==> src/rtl/tx_enc_pkg.sv <==
// Shared definitions for the SUMP transmit encoder:
// FSM states, ID string, metadata key codes and protocol version.
package tx_enc_pkg;

    typedef enum logic [1:0] {
        ST_IDLE,
        ST_ID,
        ST_META,
        ST_SMPL
    } state_e;

    localparam logic [4:0] ID_LAST   = 5'd3;
    localparam logic [4:0] META_LAST = 5'd19;

    localparam logic [7:0] ID_B0 = 8'h31;
    localparam logic [7:0] ID_B1 = 8'h41;
    localparam logic [7:0] ID_B2 = 8'h4C;
    localparam logic [7:0] ID_B3 = 8'h53;

    localparam logic [7:0] KEY_NAME     = 8'h01;
    localparam logic [7:0] KEY_PROBES   = 8'h20;
    localparam logic [7:0] KEY_SMPL_MEM = 8'h21;
    localparam logic [7:0] KEY_PROTO    = 8'h41;
    localparam logic [7:0] KEY_END      = 8'h00;

    localparam logic [7:0] PROTO_VER  = 8'h02;
    localparam logic [7:0] NUM_PROBES = 8'd32;

    function automatic logic [7:0] id_byte(input logic [1:0] i);
        logic [7:0] b;
        unique case (i)
            2'd0: b = ID_B0;
            2'd1: b = ID_B1;
            2'd2: b = ID_B2;
            2'd3: b = ID_B3;
        endcase
        return b;
    endfunction

endpackage

==> src/rtl/tx_enc_meta_rom.sv <==
// Metadata block lookup: byte index -> byte.
// Indices past the end of the block read as 0x00.
module meta_rom
    import tx_enc_pkg::*;
#(
    parameter int MEM_DEPTH = 4096
) (
    input  logic [4:0] idx_i,
    output logic [7:0] dat_o
);

    localparam logic [31:0] MEM_BYTES = 32'(MEM_DEPTH * 4);

    // Table of the 20-byte metadata block; size field is big-endian
    always_comb begin
        dat_o = 8'h00;
        case (idx_i)
            5'd0:  dat_o = KEY_NAME;
            5'd1:  dat_o = 8'h6C;
            5'd2:  dat_o = 8'h6F;
            5'd3:  dat_o = 8'h67;
            5'd4:  dat_o = 8'h49;
            5'd5:  dat_o = 8'h50;
            5'd7:  dat_o = KEY_PROBES;
            5'd11: dat_o = NUM_PROBES;
            5'd12: dat_o = KEY_SMPL_MEM;
            5'd13: dat_o = MEM_BYTES[31:24];
            5'd14: dat_o = MEM_BYTES[23:16];
            5'd15: dat_o = MEM_BYTES[15:8];
            5'd16: dat_o = MEM_BYTES[7:0];
            5'd17: dat_o = KEY_PROTO;
            5'd18: dat_o = PROTO_VER;
            5'd19: dat_o = KEY_END;
            default: dat_o = 8'h00;
        endcase
    end

endmodule

==> src/rtl/tx_enc.sv <==
// SUMP transmit encoder: turns ID/metadata requests and sample
// words into a registered byte stream on a valid/ready link.
module tx_enc
    import tx_enc_pkg::*;
#(
    parameter int MEM_DEPTH = 4096
) (
    input  logic        clk_i,
    input  logic        rst_in,
    input  logic        id_i,
    input  logic        rd_meta_i,
    input  logic        smpl_stb_i,
    input  logic [31:0] smpl_i,
    input  logic [3:0]  grp_en_i,
    output logic        rdy_o,
    output logic        tx_stb_o,
    output logic [7:0]  tx_dat_o,
    input  logic        tx_rdy_i
);

    state_e      state_q, state_d;
    logic [4:0]  idx_q, idx_d;
    logic [31:0] word_q, word_d;
    logic [3:0]  mask_q, mask_d;
    logic        stb_q, stb_d;
    logic [7:0]  dat_q, dat_d;

    logic [4:0]  rom_idx;
    logic [7:0]  rom_dat;
    logic [3:0]  src_mask;
    logic [31:0] src_word;
    logic [1:0]  grp_sel;
    logic        grp_hit;
    logic [3:0]  grp_left;
    logic [7:0]  grp_byte;
    logic        xfer;

    assign rdy_o    = (state_q == ST_IDLE);
    assign tx_stb_o = stb_q;
    assign tx_dat_o = dat_q;
    assign xfer     = stb_q & tx_rdy_i;

    // From IDLE the first byte is looked up; otherwise the next one
    assign rom_idx = (state_q == ST_IDLE) ? 5'd0 : idx_q + 5'd1;

    meta_rom #(
        .MEM_DEPTH (MEM_DEPTH)
    ) u_meta_rom (
        .idx_i (rom_idx),
        .dat_o (rom_dat)
    );

    // Lowest enabled group in the remaining mask (fresh word when idle)
    always_comb begin
        src_mask = (state_q == ST_IDLE) ? grp_en_i : mask_q;
        src_word = (state_q == ST_IDLE) ? smpl_i : word_q;
        grp_hit  = |src_mask;
        grp_sel  = 2'd0;
        casez (src_mask)
            4'b???1: grp_sel = 2'd0;
            4'b??10: grp_sel = 2'd1;
            4'b?100: grp_sel = 2'd2;
            4'b1000: grp_sel = 2'd3;
            default: grp_sel = 2'd0;
        endcase
        grp_left = src_mask & ~(4'b0001 << grp_sel);
        grp_byte = src_word[{grp_sel, 3'b000} +: 8];
    end

    // Next-state and output byte selection
    always_comb begin
        state_d = state_q;
        idx_d   = idx_q;
        word_d  = word_q;
        mask_d  = mask_q;
        stb_d   = stb_q;
        dat_d   = dat_q;
        unique case (state_q)
            ST_IDLE: begin
                idx_d = 5'd0;
                if (id_i) begin
                    state_d = ST_ID;
                    stb_d   = 1'b1;
                    dat_d   = id_byte(2'd0);
                end else if (rd_meta_i) begin
                    state_d = ST_META;
                    stb_d   = 1'b1;
                    dat_d   = rom_dat;
                end else if (smpl_stb_i) begin
                    state_d = ST_SMPL;
                    word_d  = smpl_i;
                    mask_d  = grp_left;
                    stb_d   = grp_hit;
                    dat_d   = grp_hit ? grp_byte : 8'h00;
                end
            end
            ST_ID: begin
                if (xfer) begin
                    if (idx_q == ID_LAST) begin
                        state_d = ST_IDLE;
                        idx_d   = 5'd0;
                        stb_d   = 1'b0;
                        dat_d   = 8'h00;
                    end else begin
                        idx_d = idx_q + 5'd1;
                        dat_d = id_byte(idx_q[1:0] + 2'd1);
                    end
                end
            end
            ST_META: begin
                if (xfer) begin
                    if (idx_q == META_LAST) begin
                        state_d = ST_IDLE;
                        idx_d   = 5'd0;
                        stb_d   = 1'b0;
                        dat_d   = 8'h00;
                    end else begin
                        idx_d = idx_q + 5'd1;
                        dat_d = rom_dat;
                    end
                end
            end
            ST_SMPL: begin
                if (!stb_q || (xfer && !grp_hit)) begin
                    state_d = ST_IDLE;
                    idx_d   = 5'd0;
                    stb_d   = 1'b0;
                    dat_d   = 8'h00;
                end else if (xfer) begin
                    idx_d  = idx_q + 5'd1;
                    mask_d = grp_left;
                    dat_d  = grp_byte;
                end
            end
            default: begin
                state_d = ST_IDLE;
                idx_d   = 5'd0;
                stb_d   = 1'b0;
                dat_d   = 8'h00;
            end
        endcase
    end

    // State and output registers; reset aborts any message
    always_ff @(posedge clk_i or negedge rst_in) begin
        if (!rst_in) begin
            state_q <= ST_IDLE;
            idx_q   <= 5'd0;
            word_q  <= 32'd0;
            mask_q  <= 4'd0;
            stb_q   <= 1'b0;
            dat_q   <= 8'h00;
        end else begin
            state_q <= state_d;
            idx_q   <= idx_d;
            word_q  <= word_d;
            mask_q  <= mask_d;
            stb_q   <= stb_d;
            dat_q   <= dat_d;
        end
    end

endmodule

==> config.mk <==
export PLATFORM = sky130hd
export DESIGN_NAME = tx_enc
export DESIGN_NICKNAME = d
export VERILOG_FILES = /design/src/rtl/tx_enc_pkg.sv /design/src/rtl/tx_enc_meta_rom.sv /design/src/rtl/tx_enc.sv
export SDC_FILE = /design/constraint.sdc
export NUM_CORES = 1
export LEC_CHECK = 0
export ABC_AREA = 1
export CORE_MARGIN = 2
export CORE_UTILIZATION = 55
export DETAILED_ROUTE_END_ITERATION = 8
export PLACE_DENSITY = 0.79
export SYNTH_ARGS = -nofsm -noshare
export SYNTH_HDL_FRONTEND = slang
export SYNTH_SLANG_ARGS = --single-unit
==> constraint.sdc <==
create_clock -name clk_i -period 2.4 [get_ports clk_i]
set_clock_uncertainty 0.05 [all_clocks]
set_input_delay 0.36 -clock clk_i [delete_from_list [all_inputs] [get_ports clk_i]]
set_output_delay 0.36 -clock clk_i [all_outputs]
set_load 0.01 [all_outputs]
==> impl_metrics.py, run 1 <==
metrics = {
    "logic_synthesis": {
        "synth_top_family_by_area": "simple AND/OR/NAND/NOR gates",
        "synth_warnings": 0,
        "synth_xor_xnor_area_share_pct": 0,
        "muxShareOfSynthArea_pct": 0,
        "synthAdderAreaFrac_pct": 3.57,
        "yosys.area_share.simple_pct": 32.3,
        "yosysTopAreaCell": "dfrtp_1",
        "synth_area_um2": 3500,
        "synth_seq_cells": 52,
        "synth.distinct_cells": 31,
        "seq_area_frac_synth_pct": 37.2,
        "synth_compound_area_share_pct": 16.8,
        "synth_area_leaders": "dfrtp_1 37%, nand2_1 14%, o21ai_0 7.6%",
        "synthCells": 508,
        "avgSynthCellArea_um2": 6.89,
        "syn-num-nets": 560,
        "synth_top_area_share_pct": 37.2,
    },
    "floorplanning": {
        "start_util_pct": 56.1,
        "die_w_um": 83.8,
        "coreArea_um2": 6240,
        "die-area_um2": 7020,
        "die_h_um": 83.8,
        "rows": 29,
        "top_level_ports": 52,
    },
    "clocking": {
        "clkTransAtPathRegs_ns": 0.11,
        "cts-root-buf": "clkbuf_8",
        "h-tree-depth": 2,
        "cts_tree": "built",
        "cts_buffers": 5,
        "cts_buffer_depth": 2,
        "clock-sinks": 52,
        "clk_latency_ns": 0.32,
    },
    "critical_path": {
        "critPathRequiredTime_ns": 2.60,
        "arrival_ns": 2.39,
        "r2r_cells": 12,
        "r2r_start": "idx_q[0]$_DFFE_PN0P_",
        "cp_max_fo": 6,
        "cp-start-kind": "flop",
        "r2r_setup_slack_ns": 0.21,
        "endpoint_kind": "flop",
        "critical_path_class": "flop to flop",
        "r2r_end": "tx_dat_o[5]$_DFFE_PN0P_",
    },
    "power": {
        "ir_worst_vdd_mv": 0.822,
        "p_per_area_nw_per_um2": 1240,
        "power_leakage_nw": 2.14,
    },
    "routing": {
        "wl_per_cell_um": 13.5,
        "firstDrtPassIters": 5,
        "drc_errors": 0,
        "postRouteWirelength_mm": 8.67,
        "vias_per_cell": 5.35,
        "num_vias": 3437,
        "drt_iter0_markers": 251,
        "ant_nets": 0,
    },
    "global_route": {
        "antenna_found_initial": 0,
        "grt_pass1_vias": 3170,
        "track_usage_pct": 25.9,
        "grt_pass1_wl_mm": 14.8,
        "grt_max_degree": 65,
        "overflow": 0,
    },
    "sta": {
        "max_slew_margin_pct": 63.8,
        "worst_slew_pin_slew_ns": 0.543,
        "timing_hold_violations_final": 0,
        "rsz0062_at_grt": "no",
        "fin_ws_ns": 0.206,
        "slew_viol_final": 0,
        "tns_ns": 0,
        "finalCriticalPeriod_ns": 2.19,
        "setup_viol": 0,
        "max_freq_mhz": 456,
        "timing.final.crit_share_pct": 91.4,
    },
    "cells_and_area": {
        "post_route_cells_drive_above_1_share_pct": 9.89,
        "final_common_cell": "nand2_1",
        "fin_nets": 617,
        "multi_input_area_um2": 1860,
        "diodes": 0,
        "final_cells": 643,
        "layout_common_cells": "126 x nand2_1, 70 x inv_1, 53 x o21ai_0",
        "fillerInstances": 579,
        "area_growth_pct": 21.5,
        "seqCellArea_um2": 1300,
    },
    "placed_design": {
        "portBuffers": 51,
        "gp_congestion": 0.884,
        "hpwl_mm": 6.49,
        "dp_cells": 630,
        "post-place-ws_ns": 0.0541,
    },
    "run_status": {
        "status": "completed",
    },
    "min_path": {
        "hold_path_class": "primary input to async pin",
    },
    "job": {
        "maxCapViolCount": 0,
    },
}
## area by class of cell
cell class                      count  share of cell area [%]
Multi-Input combinational cell    368                    43.8
Sequential cell                    52                    30.6
Timing Repair Buffer               68                    14.9
Inverter                           70                    6.18
Tap cell                           77                    2.26
Clock buffer                        5                    1.62
Clock inverter                      3                   0.618
## worst max-delay path by stage
stage,start,end,slack [ns],cells past startpoint
after floorplan,idx_q[0]$_DFFE_PN0P_,tx_dat_o[5]$_DFFE_PN0P_,0.38,12
after global placement,idx_q[0]$_DFFE_PN0P_,tx_dat_o[5]$_DFFE_PN0P_,0.05,12
after detailed placement,idx_q[0]$_DFFE_PN0P_,tx_dat_o[5]$_DFFE_PN0P_,0.05,12
after CTS,idx_q[0]$_DFFE_PN0P_,tx_dat_o[5]$_DFFE_PN0P_,0.008,12
after global routing,idx_q[1]$_DFFE_PN0P_,tx_dat_o[0]$_DFFE_PN0P_,0.02,12
final,idx_q[0]$_DFFE_PN0P_,tx_dat_o[5]$_DFFE_PN0P_,0.21,12
## cell usage after synthesis
cell type / n
or2_2: 5
nand3_1: 42
nand4_1: 7
nand3b_1: 3
o21ai_0: 53
nand3_4: 1
inv_1: 70
o21ai_4: 1
ha_1: 10
a21boi_1: 2
nand2_1: 127
nand3_2: 2
nand2_2: 6
dfrtp_1: 52
buf_6: 2
nor2_4: 3
o21ai_1: 5
buf_4: 1
clkbuf_1: 7
buf_2: 8
o211ai_1: 4
or2_1: 1
o32ai_2: 1
a21oi_1: 29
nor3_1: 5
o21ai_2: 3
a2bb2oi_1: 2
o22ai_1: 3
o221a_2: 1
nor2_2: 4
nor2_1: 48
## registers in the layout, indices dropped and copies added, names as in the netlist
signal,cells
idx_q,5
mask_q,4
state_q,2
tx_dat_o,8
tx_stb_o,1
word_q,32
## through the flow
stage | area (um^2) | util, % | total power [mW] | hold slack (ns)
floorplan | 3500 | - | 3.77 | 0.0144
global placement | 4100 | 65.7 | 4.58 | 0.227
detailed placement | 4100 | 65.7 | 4.65 | 0.235
CTS | 4220 | 67.7 | 5.25 | 0.418
global route | 4250 | 68.2 | 5.82 | 0.425
finish | 4250 | 68.2 | 5.28 | 0.404
## where the power goes
group	switching [mW]	total, mW	internal, mW
logic	1.96	3.23	1.27
clock network	0.336	0.550	0.214
registers	0.234	1.51	1.27
total	2.53	5.28	2.75
## critical path, cell delays in order (launching register included)
cell and delay [ns]:
dfrtp_2 0.43, inv_1 0.07, ha_1 0.32, nor2_4 0.19
inv_1 0.11, ha_1 0.22, nand2_1 0.09, o21ai_0 0.09
nand2_1 0.08, nand3_1 0.10, a21oi_1 0.14, nand2_1 0.07
a21boi_1 0.15
## what timing repair did
item | in CTS | in global routing
buffers inserted | 2 | 2
hold buffers | 1 | 0
resized for setup | 0 | 5
hold endpoints to repair | 12 | 0
pin swaps | 1 | 0
endpoints found under the setup margin | 1 | 6
## per-layer routing
metal,global-route usage (%),up-vias,routed length (um)
li1,-,1751,-
met1,38.0,1574,4170
met2,40.3,98,3910
met3,3.66,14,434
met4,7.48,0,159
met5,0,-,0
## cell families (layout without fill, tap and decap cells)
| group | after synthesis | count (layout) |
|---|---|---|
| AO/OA/AOI/OAI | 104 | 104 |
| buffers and inverters | 88 | 146 |
| adder cells (fa/ha/maj) | 10 | 10 |
| AND/OR/NAND/NOR | 254 | 254 |
| flip-flops | 52 | 52 |
Note: power is estimated with default switching activity, not from simulation.
==> run 2, diff against run 1 <==
--- a/config.mk
+++ b/config.mk
@@ -10,6 +10,8 @@
 export CORE_UTILIZATION = 55
 export DETAILED_ROUTE_END_ITERATION = 8
 export PLACE_DENSITY = 0.79
+export SKIP_LAST_GASP = 1
 export SYNTH_ARGS = -nofsm -noshare
 export SYNTH_HDL_FRONTEND = slang
 export SYNTH_SLANG_ARGS = --single-unit
+export TNS_END_PERCENT = 100
==> results of run 2 <==
Same layout as run 1: the final DEF is identical, and so are final timing and power.
